$ cat config.mk
export PLATFORM = sky130hd
export DESIGN_NAME = float_stream_classifier
export DESIGN_NICKNAME = d
export VERILOG_FILES = /design/src/rtl/float_pkg.sv /design/src/rtl/float_classify.sv /design/src/rtl/float_stream_classifier.sv
export SDC_FILE = /design/constraint.sdc
export NUM_CORES = 1
export LEC_CHECK = 0
export CORE_MARGIN = 1.5
export CORE_UTILIZATION = 40
export CTS_BUF_LIST = sky130_fd_sc_hd__clkbuf_8
export DETAILED_ROUTE_END_ITERATION = 10
export GPL_TIMING_DRIVEN = 0
export SYNTH_ARGS = -nofsm -noshare
export SYNTH_HDL_FRONTEND = slang
export SYNTH_SLANG_ARGS = --single-unit
$ cat constraint.sdc
create_clock -name clk -period 2.47 [get_ports clk]
set_input_delay 0.3705 -clock clk [delete_from_list [all_inputs] [get_ports clk]]
set_output_delay 0.3705 -clock clk [all_outputs]
set_load 0.02 [all_outputs]
$ cat src/rtl/float_pkg.sv
// Shared constants for the byte-serial float classifier: one-hot class codes,
// exponent helpers and the FSM state encoding.
package float_pkg;

   localparam int NUM_CLASSES = 5;

   localparam logic [4:0] CLS_ZERO      = 5'b00001;
   localparam logic [4:0] CLS_NORMAL    = 5'b00010;
   localparam logic [4:0] CLS_SUBNORMAL = 5'b00100;
   localparam logic [4:0] CLS_INFINITY  = 5'b01000;
   localparam logic [4:0] CLS_NAN       = 5'b10000;

   localparam logic [7:0] EXP_ALL_ONES = 8'hFF;

   typedef enum logic {
      COLLECT = 1'b0,
      HOLD    = 1'b1
   } state_t;

endpackage

$ cat src/rtl/float_classify.sv
// Combinational IEEE-754 single classifier; the sign bit plays no part.
module float_classify
   import float_pkg::*;
(
   input  logic [31:0] num,
   output logic [4:0]  num_class
);

   logic [7:0]  exp_f;
   logic [22:0] frac_f;

   assign exp_f  = num[30:23];
   assign frac_f = num[22:0];

   always_comb begin
      num_class = CLS_NAN;
      if (exp_f == 8'h00) begin
         num_class = (frac_f == 23'd0) ? CLS_ZERO : CLS_SUBNORMAL;
      end else if (exp_f != EXP_ALL_ONES) begin
         num_class = CLS_NORMAL;
      end else if (frac_f == 23'd0) begin
         num_class = CLS_INFINITY;
      end
   end

endmodule

$ cat src/rtl/float_stream_classifier.sv
// Assembles MSB-first bytes into a float, holds it for a ready/valid consumer,
// and keeps a saturating per-class count of words handed off.
//
// state   | meaning
// COLLECT | accepting bytes into the word, index selects the byte lane
// HOLD    | full word presented on out_*, waiting for out_ready
module float_stream_classifier
   import float_pkg::*;
#(
   parameter int CNT_W = 16
) (
   input  logic             clk,
   input  logic             rst_n,
   input  logic             in_valid,
   input  logic [7:0]       in_byte,
   output logic             in_ready,
   output logic             out_valid,
   input  logic             out_ready,
   output logic [31:0]      out_num,
   output logic [4:0]       out_type,
   input  logic             clr,
   input  logic [2:0]       cnt_sel,
   output logic [CNT_W-1:0] cnt_val
);

   localparam logic [CNT_W-1:0] CNT_MAX = {CNT_W{1'b1}};

   state_t           state;
   logic [1:0]       idx;
   logic [CNT_W-1:0] cnt [NUM_CLASSES];
   logic             handshake;

   assign handshake = out_valid && out_ready;

   always_ff @(posedge clk or negedge rst_n) begin
      if (!rst_n) begin
         state     <= COLLECT;
         idx       <= 2'd0;
         out_num   <= 32'd0;
         in_ready  <= 1'b1;
         out_valid <= 1'b0;
      end else begin
         case (state)
            COLLECT: begin
               if (in_valid) begin
                  case (idx)
                     2'd0:    out_num[31:24] <= in_byte;
                     2'd1:    out_num[23:16] <= in_byte;
                     2'd2:    out_num[15:8]  <= in_byte;
                     default: out_num[7:0]   <= in_byte;
                  endcase
                  idx <= idx + 2'd1;
                  if (idx == 2'd3) begin
                     state     <= HOLD;
                     in_ready  <= 1'b0;
                     out_valid <= 1'b1;
                  end
               end
            end
            HOLD: begin
               if (out_ready) begin
                  state     <= COLLECT;
                  in_ready  <= 1'b1;
                  out_valid <= 1'b0;
               end
            end
            default: begin
               state     <= COLLECT;
               in_ready  <= 1'b1;
               out_valid <= 1'b0;
            end
         endcase
      end
   end

   float_classify u_classify (
      .num       (out_num),
      .num_class (out_type)
   );

   // clr takes priority over a same-cycle handshake
   always_ff @(posedge clk or negedge rst_n) begin
      if (!rst_n) begin
         for (int i = 0; i < NUM_CLASSES; i++) cnt[i] <= '0;
      end else if (clr) begin
         for (int i = 0; i < NUM_CLASSES; i++) cnt[i] <= '0;
      end else if (handshake) begin
         for (int i = 0; i < NUM_CLASSES; i++) begin
            if (out_type[i] && (cnt[i] != CNT_MAX)) cnt[i] <= cnt[i] + 1'b1;
         end
      end
   end

   always_comb begin
      cnt_val = '0;
      case (cnt_sel)
         3'd0:    cnt_val = cnt[0];
         3'd1:    cnt_val = cnt[1];
         3'd2:    cnt_val = cnt[2];
         3'd3:    cnt_val = cnt[3];
         3'd4:    cnt_val = cnt[4];
         default: cnt_val = '0;
      endcase
   end

endmodule

==> results of run 1 <==
registers in the layout, indices dropped and copies added (netlist names):
signal and flops:
out_num 32, state 1, cnt 80, in_ready 1, idx 2, out_valid 1
area by class of cell:
type | instances | area (sq um) | share of cell area (%)
timing repair buffer | 104 | 970 | 11.3
clock inverter | 14 | 190 | 2.21
multi-input combinational | 519 | 3720 | 43.2
buffer | 38 | 206 | 2.40
clock buffer | 18 | 248 | 2.87
tap | 220 | 275 | 3.19
sequential | 117 | 2940 | 34.1
inverter | 18 | 67.6 | 0.784
kinds of logic (layout without fill, tap and decap cells):
family / count (synthesis) / after routing / synth area share (%)
and+or+nand+nor: 260 / 260 / 22.4
AOI/OAI and AO/OA: 178 / 178 / 16.7
DFF: 117 / 117 / 43.7
muxes: 63 / 63 / 10.5
buffers and inverters: 63 / 192 / 3.81
adders and majority gates: 10 / 10 / 1.87
xor gates and xnor gates: 8 / 8 / 1.04
stage by stage:
step	cells	power, W	setup TNS, ns	hold slack, ns
6_report	1048	0.00653	0	0.394
5_1_grt	1048	0.00682	-0.0349	0.427
4_1_cts	1033	0.00649	-0.182	0.403
3_5_place_dp	988	0.00436	-26.61	0.312
3_3_place_gp	987	0.00431	-459.57	0.491
2_1_floorplan	699	0.00347	0	0.0749
power breakdown:
group	internal, W	total (W)	switching, W
clock	0.00106	0.00197	0.000918
sequential	0.00225	0.00258	0.000331
combinational	0.00100	0.00198	0.000973
metal layers:
| layer | routed length, um | vias to the layer above | global-route usage (%) |
|---|---|---|---|
| li1 | - | 2921 | - |
| met1 | 9320 | 3199 | 32.4 |
| met2 | 10400 | 213 | 40.0 |
| met3 | 1170 | 28 | 5.79 |
| met4 | 433 | 0 | 8.12 |
| met5 | 0 | - | 0 |
timing repair:
action	CTS	global route
endpoints found under the setup margin	41	55
hold endpoints to repair	37	0
pin swaps	11	15
hold buffers	1	0
setup buffers	15	19
resized for setup	91	37
layout by cell type, fill, tap and decap left out, types with 28 or more instances in the layout:
cell type        count
or4_1               31
nor2_1              32
a21oi_1             58
nand4_1             28
mux2_2              58
dfrtp_1            108
nand2_1             36
a22oi_1             30
o31ai_1             29
buf_4               36
clkdlybuf4s50_1     46
final timing paths:
kind	from	end	slack [ns]
min in group clk	in_ready	in_ready	0.51
max	out_ready	cnt[47]	0.02
min reg2reg	in_ready	in_ready	0.51
max in group asynchronous	rst_n	cnt[11]	1.33
max reg2reg	out_valid	cnt[47]	0.09
min	rst_n	cnt[17]	0.39
worst register-to-register path: cells and delay by family, from the launching register on:
kind | cells | cell delay (ns)
flops | 1 | 0.47
buf+inv | 1 | 0.24
simple gates | 2 | 0.63
compound gates | 3 | 0.89
==> summary.md, run 1 <==
| Metric | Value |
|---|---|
| Yosys warns | 0 |
| Pwr/cell area | 758 nW/um^2 |
| Fraction of layout cells with a size suffix above 1 | 23.9% |
| CP Launch Type | input pin |
| Final cell area excluding filler cells | 8620 sq um |
| Area after detailed placement | 7690 sq um |
| Number of synthesized register bits | 117 |
| Cell Rows | 47 |
| Worst Hold Class | input pin to asynchronous set/reset pin |
| Top-count cell post-synth | dfrtp_1 |
| Setup CP Type | input pin to flip-flop |
| Dominant cell type by area after synthesis | dfrtp_1 |
| Worst Path Buf+Inv | 2 |
| Final Skew | 0.0178 ns |
| Post-Syn Instances | 699 |
| GRT Total Usage | 24.6% |
| Post-synthesis average cell area | 9.59 sq um |
| Crit-path leading delay family | compound AO/OA/AOI/OAI gates |
| Critical path depth | 7 |
| Initial antenna violation count | 0 |
| Leak | 3.38 nW |
| H-tree level count | 4 |
| Fill cells | 1521 |
| I/O Pins | 71 |
| Drt wl/cell | 20.4 um |
| CTS tree | built |
| Post-synth cell types | 52 |
| Critical path required time | 2.77 ns |
| CP Capture Type | flip-flop |
| Max cap viols | 0 |
| Initial core utilization | 40.7% |
| Die area | 17600 sq um |
| CTS root buffer | clkbuf_8 |
| RSZ-0062 raised after global routing | yes |
| Ys async rst share | 100% |
| Vias per inst | 6.07 |
| Final core occ | 52.3% |
| EDFF count, synth | 0 |
| Post-layout min period | 2.45 ns |
| Synth Flop Type | dfrtp_1 |
| I/O Buffers | 68 |
| DRC | 0 |
| Worst Path Max Fanout | 10 |
| Post-synthesis sequential area ratio | 43.7% |
| CP max stage delay | 0.60 ns |
| Ant. Diodes | 0 |
| DR pass1 iterations | 5 |
| DR iter-0 viols | 487 |
| CTS Sinks | 117 |
| Gr ovfl total | 0 |
| Die Width | 132 um |
| Largest net degree at the start of global routing | 81 |
| DR vias | 6361 |
| Core ar. | 16500 sq um |
| Commonest cells in the netlist | 116 x dfrtp_1, 58 x a21oi_1, 58 x mux2_2, 39 x nand2_1, 38 x nor2_1 |
| Final Max Tran Viols | 0 |
| Yosys top cell area share | 43.3% |
| Routed Antenna Nets | 0 |
| Max rail drop VDD | 0.000666 V |
| Die Ht | 132 um |
| Layout area overhead | 28.5% |
| Cell area after synthesis | 6710 sq um |
| Final HPWL DP | 15.2 mm |
| Rel. slew slack | 53.6% |
| Hold Vio Cnt, Final | 0 |
| Critical path arrival | 2.74 ns |
| Period utilisation layout | 99.1% |
| PnR worst setup slack | 0.0229 ns |
| Largest cells by area after synthesis | dfrtp_1 43%, mux2_2 9.7%, a21oi_1 4.3%, or4_1 3.5%, a22oi_1 3.4% |
| Vias in the first global route | 6186 |
| Slew @ Worst Pin | 0.696 ns |
| FMAX | 409 MHz |
| Slowest stage cell on the critical path | clkdlybuf4s50_1 |
| Routed wire length | 21.3 mm |
| Place WS | -0.631 ns |
| Largest buffer count on any clock path | 2 |
| CP Cell Sequence | clkdlybuf4s50_1 > nand2_1 > or3_1 > a2111o_1 > clkbuf_2 > o41ai_2 > a21oi_1 |
| Global-route wire length before repair | 33.9 mm |
| Layout net count | 841 |
| Final setup violation count | 0 |
| Clk_lat worst skew | 0.45 ns |
| GP Congestion | 0.889 |
| Run status | finished clean |
| Worst R2R Path Depth | 6 |
| CTS Buf Count | 17 |
| Reg clk slew, reported paths | 0.08 ns |
| Syn Nets | 725 |
(Power assumes the default switching activity.)
==> run 2: changes to the inputs <==
--- a/config.mk
+++ b/config.mk
@@ -5,11 +5,12 @@
 export SDC_FILE = /design/constraint.sdc
 export NUM_CORES = 1
 export LEC_CHECK = 0
-export CORE_MARGIN = 1.5
-export CORE_UTILIZATION = 40
+export CORE_MARGIN = 3
+export CORE_UTILIZATION = 45
 export CTS_BUF_LIST = sky130_fd_sc_hd__clkbuf_8
 export DETAILED_ROUTE_END_ITERATION = 10
 export GPL_TIMING_DRIVEN = 0
+export PLACE_DENSITY = 0.77
 export SYNTH_ARGS = -nofsm -noshare
 export SYNTH_HDL_FRONTEND = slang
 export SYNTH_SLANG_ARGS = --single-unit
==> run 2 against run 1 <==
  * Sequential cell count unchanged
  * Clock power down 9%
  * Hold slack worse by 0.0013 ns
  * Power down 2.9%
  * Critical path depth down 1
  * Critical path type is now flip-flop to output pin
  * Largest cell class unchanged
==> summary.md, run 2 (synthesis gave the netlist of run 1 again) <==
| Metric | Value |
|---|---|
| Setup CP Type | flip-flop to output pin |
| Gr ovfl total | 0 (unchanged) |
| Max cap viols | 0 (unchanged) |
| CTS Buf Count | 17 (unchanged) |
| Max rail drop VDD | 0.000784 V (+18%) |
| Leak | 3.27 nW (-3.2%) |
| Die Ht | 128 um (-3.3%) |
| Routed Antenna Nets | 0 (unchanged) |
| Max reg flops | 80 (unchanged) |
| CP endpoint | out_type[4] |
| Fraction of layout cells with a size suffix above 1 | 24.0% (+0.082 points) |
| Critical path required time | 2.10 ns (-0.67 ns) |
| Initial antenna violation count | 0 (unchanged) |
| Hold Vio Cnt, Final | 0 (unchanged) |
| GP Congestion | 0.970 (+9.1%) |
| R2r setup slk | 0.07 ns (-0.02 ns) |
| Ant. Diodes | 0 (unchanged) |
| Reg clk slew, reported paths | 0.09 ns (about the same) |
| Reg with most FFs | cnt |
| Worst R2R Path Depth | 8 (+2) |
| Pwr/cell area | 747 nW/um^2 (-1.4%) |
| Largest buffer count on any clock path | 2 (unchanged) |
| DR vias | 6312 (-0.77%) |
| PnR worst setup slack | 0.0285 ns (+0.00556 ns) |
| Fin Hold WS | 0.393 ns (-0.00134 ns) |
| Final Max Tran Viols | 0 (unchanged) |
| Regs by FF count | cnt (80), out_num (32), idx (2) |
| Place WS | -0.647 ns (-0.0158 ns) |
| Die area | 16400 sq um (-6.5%) |
| Layout net count | 834 (-0.83%) |
| Final Power | 0.00634 W (-2.9%) |
| CP Launch Type | flip-flop |
| I/O Pins | 71 (unchanged) |
| Worst Path Max Fanout | 5 (-5) |
| DRC | 0 (unchanged) |
| Global-route wire length before repair | 31.7 mm (-6.5%) |
| Final HPWL DP | 13.7 mm (-9.7%) |
| Final Skew | 0.0137 ns (-0.00417 ns) |
| Vias in the first global route | 5982 (-3.3%) |
| Worst r2r dst | cnt[28] |
| Highest-count cells in the layout ignoring fill and taps | 109 x dfrtp_1, 56 x mux2_2, 53 x a21oi_1, 46 x clkdlybuf4s50_1, 36 x nand2_1 |
| CTS Sinks | 117 (unchanged) |
| Layout area overhead | 26.6% |
| Routed wire length | 19.7 mm (-7.5%) |
| Largest net degree at the start of global routing | 67 (-17%) |
| Cell Rows | 43 (-8.5%) |
| Final cell area excluding filler cells | 8490 sq um (-1.5%) |
| Run status | finished clean |
| RSZ-0062 raised after global routing | yes |
| Post-layout min period | 2.44 ns (-0.00556 ns) |
| GRT Total Usage | 24.6% (+0.027 points) |
| Area after detailed placement | 7640 sq um (-0.65%) |
| Commonest non-fill, non-tap cell in the layout | dfrtp_1 |
| Final setup violation count | 0 (unchanged) |
| CTS root buffer | clkbuf_8 |
| Period utilisation layout | 98.8% (-0.23 points) |
| Initial core utilization | 47.2% (+6.5 points) |
| CTS tree | built |
| Clk_lat worst skew | 0.49 ns (+0.04 ns) |
| Drt wl/cell | 19.7 um (-3.1%) |
| H-tree level count | 4 (unchanged) |
| Slew @ Worst Pin | 0.705 ns (+0.00814 ns) |
| Final core occ | 59.8% (+7.4 points) |
| Crit path from | out_num[4] |
| Die Width | 128 um (-3.3%) |
| Vias per inst | 6.31 (+3.9%) |
| Rel. slew slack | 52.7% (-0.83 points) |
| Worst Hold Class | input pin to asynchronous set/reset pin |
| Critical path arrival | 2.07 ns (-0.67 ns) |
| DR iter-0 viols | 697 (+43%) |
| FMAX | 410 MHz (+0.23%) |
| Reg-to-reg startpoint | out_num[4] |
| Core ar. | 14200 sq um (-14%) |
| DR pass1 iterations | 6 (+1) |
| I/O Buffers | 68 (unchanged) |
| CP Capture Type | output pin |
[run 2: cell count changes in the layout (fill, tap and decap cells not counted), moves of 4 or more]
cell	delta
a21oi_1	-5
a21oi_2	+5
buf_4	-8
or4_1	-4
or4_4	+4
[run 2: timing repair]
| action | 4_1_cts | 5_1_grt |
|---|---|---|
| gates resized for setup | 76 | 56 |
| buffers inserted | 17 | 7 |
| setup endpoints to repair | 28 | 47 |
| hold endpoints to repair | 50 | 0 |
| pin swaps | 9 | 16 |
| hold buffers | 1 | 0 |
| gates cloned | 0 | 1 |
[run 2: how the worst min path moves through the flow]
stage | slack [ns] | depth (start not counted) | startpoint | endpoint
floorplan | 0.07 | 0 | rst_n | cnt[0]
global placement | 0.49 | 2 | in_ready | in_ready
detailed placement | 0.36 | 1 | rst_n | state
CTS | 0.43 | 2 | rst_n | out_num[28]
global route | 0.43 | 2 | rst_n | out_num[18]
finish | 0.39 | 2 | rst_n | state
[run 2: cell type report]
class / count / area (sq um)
plain buffers: 40 / 210
clock buffers: 17 / 234
clock inverters: 15 / 163
fillers: 1212 / 5710
inverters: 18 / 67.6
multi-input cells: 519 / 3760
flip-flops and latches: 117 / 2940
well taps: 180 / 225
repair buffers: 95 / 890
[run 2: metal layers]
| metal | GRT usage [%] | wire (um) | part of all wire, % | vias up |
|---|---|---|---|---|
| li1 | - | - | - | 2910 |
| met1 | 32.3 | 8350 | 42 | 3096 |
| met2 | 38.8 | 9520 | 48 | 257 |
| met3 | 6.13 | 1230 | 6.2 | 49 |
| met4 | 10.3 | 645 | 3.3 | 0 |
| met5 | 0 | 0 | 0 | - |
[run 2: critical path: stages, from the launching register on]
cell     delay, ns
dfrtp_1       0.40
or4_4         0.56
nor2_4        0.15
buf_6         0.12
and2_4        0.18
nor2_2        0.05
buf_6         0.12
[run 2: power breakdown]
group / switching [W] / total (W) / internal, W
Combinational: 0.000966 / 0.00197 / 0.00101
Sequential: 0.000329 / 0.00257 / 0.00225
Clock: 0.000955 / 0.00179 / 0.000837
[run 2: through the flow]
step / std cells / TNS, ns
floorplan: 699 / 0
global placement: 947 / -458.05
detailed placement: 948 / -24.19
CTS: 996 / -0.160
global route: 1001 / -0.345
finish: 1001 / 0
